**config.mk**
```make
export PLATFORM = sky130hd
export DESIGN_NAME = y86_cc_unit_flat
export DESIGN_NICKNAME = d
export VERILOG_FILES = /design/src/rtl/y86_cc_unit_if.sv /design/src/rtl/y86_cc_unit.sv /design/src/flat_wrapper.sv
export SDC_FILE = /design/constraint.sdc
export NUM_CORES = 1
export LEC_CHECK = 0
export ABC_CLOCK_PERIOD_IN_PS = 1000
export CAP_MARGIN = 20
export CELL_PAD_IN_SITES_DETAIL_PLACEMENT = 2
export CELL_PAD_IN_SITES_GLOBAL_PLACEMENT = 2
export CORE_AREA = 2 2 80 82
export DETAILED_ROUTE_END_ITERATION = 10
export DIE_AREA = 0 0 82 84
export GPL_ROUTABILITY_DRIVEN = 0
export PLACE_DENSITY = 0.95
export SLEW_MARGIN = 0
export SYNTH_ARGS = -nofsm -noshare
export SYNTH_HDL_FRONTEND = slang
export SYNTH_SLANG_ARGS = --single-unit
export TNS_END_PERCENT = 1
```
**constraint.sdc**
```tcl
create_clock -name clk -period 1 [get_ports clk]
set_input_delay 0.1 -clock clk [delete_from_list [all_inputs] [get_ports clk]]
set_output_delay 0.1 -clock clk [all_outputs]
set_load 0.01 [all_outputs]
```
**src/rtl/y86_cc_unit_if.sv**
```systemverilog
// rtl/y86_cc_unit_if.sv - execute-stage bus between the ALU/decode side and the condition-code unit
interface y86_cc_unit_if #(
    parameter int WIDTH = 64
);
    logic             in_valid;
    logic [3:0]       alu_fun;
    logic [WIDTH-1:0] alu_a;
    logic [WIDTH-1:0] alu_b;
    logic [WIDTH-1:0] alu_e;
    logic             set_cc;
    logic [3:0]       cond_fn;
    logic [2:0]       cc_out;
    logic             cnd;
    logic             out_valid;
    logic             err;

    modport master (
        output in_valid, alu_fun, alu_a, alu_b, alu_e, set_cc, cond_fn,
        input  cc_out, cnd, out_valid, err
    );

    modport slave (
        input  in_valid, alu_fun, alu_a, alu_b, alu_e, set_cc, cond_fn,
        output cc_out, cnd, out_valid, err
    );
endinterface

```
**src/rtl/y86_cc_unit.sv**
```systemverilog
// rtl/y86_cc_unit.sv - Y86 SEQ condition-code register and cmovXX/jXX condition evaluator
module y86_cc_unit #(
    parameter int WIDTH = 64
) (
    input  logic          clk,
    input  logic          rst,
    y86_cc_unit_if.slave  bus
);
    logic       w_msb_a;
    logic       w_msb_b;
    logic       w_msb_e;
    logic       w_zf;
    logic       w_sf;
    logic       w_of;
    logic       w_fun_ok;
    logic       w_cc_we;
    logic       w_err;
    logic       w_cnd_eval;
    logic       w_lt;

    logic [2:0] r_cc;
    logic       r_cnd;
    logic       r_out_valid;
    logic       r_err;

    assign w_msb_a  = bus.alu_a[WIDTH-1];
    assign w_msb_b  = bus.alu_b[WIDTH-1];
    assign w_msb_e  = bus.alu_e[WIDTH-1];
    assign w_zf     = (bus.alu_e == '0);
    assign w_sf     = w_msb_e;
    assign w_fun_ok = (bus.alu_fun <= 4'd3);
    assign w_cc_we  = bus.in_valid & bus.set_cc & w_fun_ok;
    assign w_err    = bus.in_valid & bus.set_cc & ~w_fun_ok;

    // Overflow is inferred from the operand/result sign bits; the ALU result is trusted as-is.
    always_comb begin
        w_of = 1'b0;
        case (bus.alu_fun)
            4'd0:    w_of = (w_msb_a == w_msb_b) & (w_msb_e != w_msb_a);
            4'd1:    w_of = (w_msb_a != w_msb_b) & (w_msb_e != w_msb_b);
            default: w_of = 1'b0;
        endcase
    end

    // Evaluated against the registered flags so an OPq on the same edge cannot affect it.
    assign w_lt = r_cc[1] ^ r_cc[0];

    always_comb begin
        w_cnd_eval = 1'b0;
        case (bus.cond_fn)
            4'd0:    w_cnd_eval = 1'b1;
            4'd1:    w_cnd_eval = w_lt | r_cc[2];
            4'd2:    w_cnd_eval = w_lt;
            4'd3:    w_cnd_eval = r_cc[2];
            4'd4:    w_cnd_eval = ~r_cc[2];
            4'd5:    w_cnd_eval = ~w_lt;
            4'd6:    w_cnd_eval = ~w_lt & ~r_cc[2];
            default: w_cnd_eval = 1'b0;
        endcase
    end

    always_ff @(posedge clk or posedge rst) begin
        if (rst) begin
            r_cc <= 3'b100;
        end else if (w_cc_we) begin
            r_cc <= {w_zf, w_sf, w_of};
        end
    end

    always_ff @(posedge clk or posedge rst) begin
        if (rst) begin
            r_cnd       <= 1'b0;
            r_out_valid <= 1'b0;
            r_err       <= 1'b0;
        end else begin
            r_out_valid <= bus.in_valid;
            r_err       <= w_err;
            if (bus.in_valid) begin
                r_cnd <= w_cnd_eval;
            end
        end
    end

    assign bus.cc_out    = r_cc;
    assign bus.cnd       = r_cnd;
    assign bus.out_valid = r_out_valid;
    assign bus.err       = r_err;
endmodule

```
**src/flat_wrapper.sv**
```systemverilog
// flat-port wrapper written by rule: the top's interface ports become plain ports
module y86_cc_unit_flat 
#(
    parameter int WIDTH = 64
)
  (clk, rst, bus_in_valid, bus_alu_fun, bus_alu_a, bus_alu_b, bus_alu_e, bus_set_cc, bus_cond_fn, bus_cc_out, bus_cnd, bus_out_valid, bus_err);
  y86_cc_unit_if #(.WIDTH(WIDTH)) bus_i ();
  input  logic clk;
  input  logic rst;
  input wire logic [$bits(bus_i.in_valid)-1:0] bus_in_valid;
  input wire logic [$bits(bus_i.alu_fun)-1:0] bus_alu_fun;
  input wire logic [$bits(bus_i.alu_a)-1:0] bus_alu_a;
  input wire logic [$bits(bus_i.alu_b)-1:0] bus_alu_b;
  input wire logic [$bits(bus_i.alu_e)-1:0] bus_alu_e;
  input wire logic [$bits(bus_i.set_cc)-1:0] bus_set_cc;
  input wire logic [$bits(bus_i.cond_fn)-1:0] bus_cond_fn;
  output wire logic [$bits(bus_i.cc_out)-1:0] bus_cc_out;
  output wire logic [$bits(bus_i.cnd)-1:0] bus_cnd;
  output wire logic [$bits(bus_i.out_valid)-1:0] bus_out_valid;
  output wire logic [$bits(bus_i.err)-1:0] bus_err;
  assign bus_i.in_valid = bus_in_valid;
  assign bus_i.alu_fun = bus_alu_fun;
  assign bus_i.alu_a = bus_alu_a;
  assign bus_i.alu_b = bus_alu_b;
  assign bus_i.alu_e = bus_alu_e;
  assign bus_i.set_cc = bus_set_cc;
  assign bus_i.cond_fn = bus_cond_fn;
  assign bus_cc_out = bus_i.cc_out;
  assign bus_cnd = bus_i.cnd;
  assign bus_out_valid = bus_i.out_valid;
  assign bus_err = bus_i.err;
  y86_cc_unit #(.WIDTH(WIDTH)) u_core (.clk(clk), .rst(rst), .bus(bus_i));
endmodule
```
# --- After elaboration in Yosys (flattened, before gate mapping) ---
# Index checks and enable logic that the tools add are counted.
word_totals:
  input_bits: 204
  reg_bits: 6
  word_cells: 32
classes:
  n_mux: 2
  n_lt_le_gt_ge: 1
  n_reduce_logical: 3
  eq_ne: 11
  bitwise: 11
op_table:
  columns: ["cell", "count"]
  rows:
  - ["$logic_not 64->1", 1]
  - ["$eq 4x3->1 const B", 3]
  - ["$eq 4x1->1 const B", 2]
  - ["$eq 4x2->1 const B", 2]
  - ["$logic_not 4->1", 2]
  - ["$pmux 1 s7", 1]
  - ["$and 1x1->1", 6]
  - ["$le 4x2->1 const B", 1]
  - ["$ne 1x1->1", 3]
  - ["$not 1->1", 3]
  - ["$pmux 1 s2", 1]
  - ["$eq 1x1->1", 1]
  - ["$or 1x1->1", 1]
  - ["$xor 1x1->1", 1]

# --- Logic depth before layout (Yosys ltp) ---
depth:
  word_depth: 4
  depth_mapped: 4
  depth_no_buf: 4

# --- Worst setup path before layout ---
# Ideal clock, no wire load.
synth_path:
  kind: "register to register"
  from: "register u_core.r_cc[2] (netlist: u_core.bus.cc_out[2])"
  to: "register u_core.r_cnd (netlist: u_core.bus.cnd)"
  path_slack_ps: -71
  required_time_ps: 905
  stages_incl_launch_ff: 5
  t_arrival_ps: 975
  period_less_slack_ps: 1071
  cell_sequence: "dfstp_2 nor2b_1 a21oi_1 o31ai_1 o31ai_1"
synth_via:
  elab_chain_cells: 3
synth_lines:
  columns: ["item", "line_no", "source"]
  rows:
  - ["start: declaration", "y86_cc_unit.sv:21", "logic [2:0] r_cc;"]
  - ["start signal: assignment", "y86_cc_unit.sv:66", "r_cc <= {w_zf, w_sf, w_of};"]
  - ["$not 1->1", "y86_cc_unit.sv:55, y86_cc_unit.sv:57", null]
  - ["$and 1x1->1", "y86_cc_unit.sv:57", "4'd6: w_cnd_eval = ~w_lt & ~r_cc[2];"]
  - ["$pmux 1 s7 (*)", "y86_cc_unit.sv:50", "case (bus.cond_fn)"]
  - ["end signal: assignment", "y86_cc_unit.sv:79", "r_cnd <= w_cnd_eval;"]
  - ["end: declaration", "y86_cc_unit.sv:22", "logic r_cnd;"]
# Mark *: on every way between the ends. The rest lies on a longest branch, timed or not.
# A chain may end at the register's enable or synchronous reset.

# --- Final worst setup path ---
# Ends and elaborated chain as after synthesis.

==> flow_summary.json <==
{
  "status": "complete, but fails checks",
  "violations": "setup timing",
  "p_int_mw": 0.830,
  "grt_pass1_wl_um": 4270,
  "synthDistinctLibCells": 19,
  "slew_violations": 0,
  "cts_tree": "yes",
  "power.total_mw": 1.11,
  "critPathRequiredTime_ns": 1.13,
  "tns_ns": -0.190,
  "layout_common_cells": "dlymetal6s2s_1 (32), dlygate4sd2_1 (15), clkdlybuf4s50_1 (14), clkdlybuf4s15_1 (14), nor4_2 (12)",
  "dieHeight_um": 84,
  "fin_crit_ns": 1.09,
  "synth.cell_area_um2": 439,
  "yosysWarningCount": 0,
  "hpwl_um": 2490,
  "avgSynthCellArea_um2": 8.29,
  "grt_util_met2_pct": 14.9,
  "path_cells": "nor2b_1, a21oi_1, o31ai_1, o31ai_1",
  "hold_violations": 0,
  "portBuffers": 83,
  "firstDrtPassIters": 2,
  "hold_class": "in2async",
  "clock_path_buffers": 2,
  "cts_sinks": 6,
  "syn_nets": 257,
  "power_frac_comb_pct": 39.9,
  "area_growth_pct": 269,
  "grtUsageMet1_pct": 7.97,
  "vias": 838,
  "antenna_left": 0,
  "cpMostUsedCell": "o31ai_1",
  "switching_share_pct": 25.5,
  "critPathArrivalTime_ns": 1.22,
  "peakVddDrop_uv": 296,
  "drt-total-wl_um": 2930,
  "io_pins": 210,
  "core_region_area_mm2": 0.00610,
  "cpPeakStageDelay_ns": 0.54,
  "avgRoutedWirePerCell_um": 13.2,
  "fin_area_mm2": 0.00162,
  "die_area_mm2": 0.00689,
  "worst_slack_ns": -0.0923,
  "seq_area_frac_synth_pct": 34.5,
  "power_switching_mw": 0.284,
  "use_met3_pct": 2.60,
  "die_w_um": 82,
  "htree_num_levels": 1,
  "clk_pin_slew_worst_paths_ns": 0.04,
  "setup_violations": 3,
  "rows": 29,
  "globalRouteTotalUtil_pct": 8.04,
  "grt_max_degree": 7,
  "drv_cap": 0,
  "crit_fanout": 3,
  "fin_crit_sh_pct": 109,
  "worst_slew_pin_slew_ns": 0.251,
  "rsz0062_at_grt": "yes",
  "start_util_pct": 7.20,
  "finalClockSkew_ns": 0.00319,
  "n_antenna_cell": 0,
  "grt_pass1_vias": 976,
  "gr-total-overflow": 0,
  "maxSlewHeadroom_pct": 83.2,
  "endpoint_kind": "flop",
  "power_frac_seq_pct": 25.5,
  "p_per_area_mw_per_mm2": 688,
  "crit_slowest_cell": "dfstp_2",
  "busiest_layer": "met2",
  "final_common_cell": "dlymetal6s2s_1",
  "place_ws_ns": -0.655,
  "via_per_inst": 3.77,
  "syn_inst": 53,
  "clock_latency_ns": 0.23,
  "drc": 0,
  "drive_gt1_share_pct": 26.9,
  "worst_setup_path_start_kind": "flop",
  "nets": 350,
  "path_class": "reg2reg",
  "fmax_mhz": 915,
  "cts_root_buf": "clkbuf_8",
  "place_area_mm2": 0.00140,
  "p_leak_nw": 0.878,
  "antenna_found_initial": 0,
  "drt_iter0_drc": 3,
  "pwr-share-clk_pct": 34.6,
  "cts_made_buffers": 3,
  "ys_seq_elements": 6,
  "cts_setup_buffers": 0
}
through the flow:
| stage | hold slack [ns] | cells | utilization [%] |
|---|---|---|---|
| floorplan | -0.110 | 53 | - |
| global route | 0.147 | 222 | 26.6 |
| detailed placement | 0.351 | 218 | 23.0 |
| CTS | 0.113 | 222 | 24.2 |
| finish | 0.105 | 222 | 26.6 |
| global placement | 0.342 | 218 | 23.0 |
synth_stat cells (all sizes together):
cell type	number	area, um2
a21oi	2	10.0
a22o	1	8.76
dfrtp	5	125
nand2	4	15.0
nor4	15	93.8
dfstp	1	26.3
nor2b	2	12.5
or4	2	15.0
xor2	2	17.5
nand3	1	10.0
o31ai	3	22.5
a22oi	1	7.51
nor2	3	11.3
inv	3	11.3
nor3	1	5.00
a21boi	1	7.51
o21ai	2	10.0
mux2	1	11.3
nand4	3	18.8
final cells by class:
class / count / area (um2)
fill: 704 / 4480
timing repair buffer: 88 / 890
multi-input combinational: 44 / 425
sequential: 6 / 151
tap: 77 / 96.3
clock buffer: 4 / 45.0
inverter: 3 / 11.3
worst max-delay path, delay by kind of cell, from the launching register on:
kind             cells  cell delay [ns]
flip-flops           1             0.54
AO/OA/AOI/OAI        3             0.40
AND/OR/NAND/NOR      1             0.06
kinds of logic (layout without fill, tap and decap cells):
logic type / count (synthesis) / after routing / share of synthesized area (%)
multiplexers: 1 / 1 / 2.56
XOR/XNOR: 2 / 2 / 3.99
AO/OA/AOI/OAI: 10 / 10 / 15.1
AND/OR/NAND/NOR: 31 / 31 / 41.3
buffers and inverters: 3 / 95 / 2.56
flip-flops: 6 / 6 / 34.5
layer usage:
layer  up-vias  wire length, um
met5         -                0
met4         0               45
met3         6              317
met2        58             1590
met1       377              975
li1        397                -
power groups by stage:
stage               Sequential, mW  Clock (mW)  Combinational [mW]
floorplan                    0.296           0              0.0708
global placement             0.288           0               0.456
detailed placement           0.288           0               0.470
CTS                          0.284       0.405               0.437
global route                 0.287       0.412               0.481
finish                       0.284       0.385               0.444
registers in the layout, indices dropped and copies added (netlist names):
| signal | cells |
|---|---|
| u_core.bus.out_valid | 1 |
| u_core.bus.err | 1 |
| u_core.bus.cnd | 1 |
| u_core.bus.cc_out | 3 |
repair_timing:
| item | CTS | global route |
|---|---|---|
| pin swaps | 21 | 24 |
| resized for setup | 55 | 70 |
| hold buffers | 0 | 0 |
| endpoints found under the setup margin | 10 | 7 |
final timing paths:
path	start	end	slack, ns	cells after the start
max	u_core.bus.cc_out[2]	u_core.bus.cnd	-0.09	4
min	rst	u_core.bus.cnd	0.10	2
max reg2reg	u_core.bus.cc_out[2]	u_core.bus.cnd	-0.09	4
min reg2reg	u_core.bus.cnd	u_core.bus.cnd	0.50	2
max in group asynchronous	rst	u_core.bus.cc_out[2]	0.63	2
min in group clk	bus_alu_fun[3]	u_core.bus.err	0.20	3
Power figures use the tool's default switching activity.
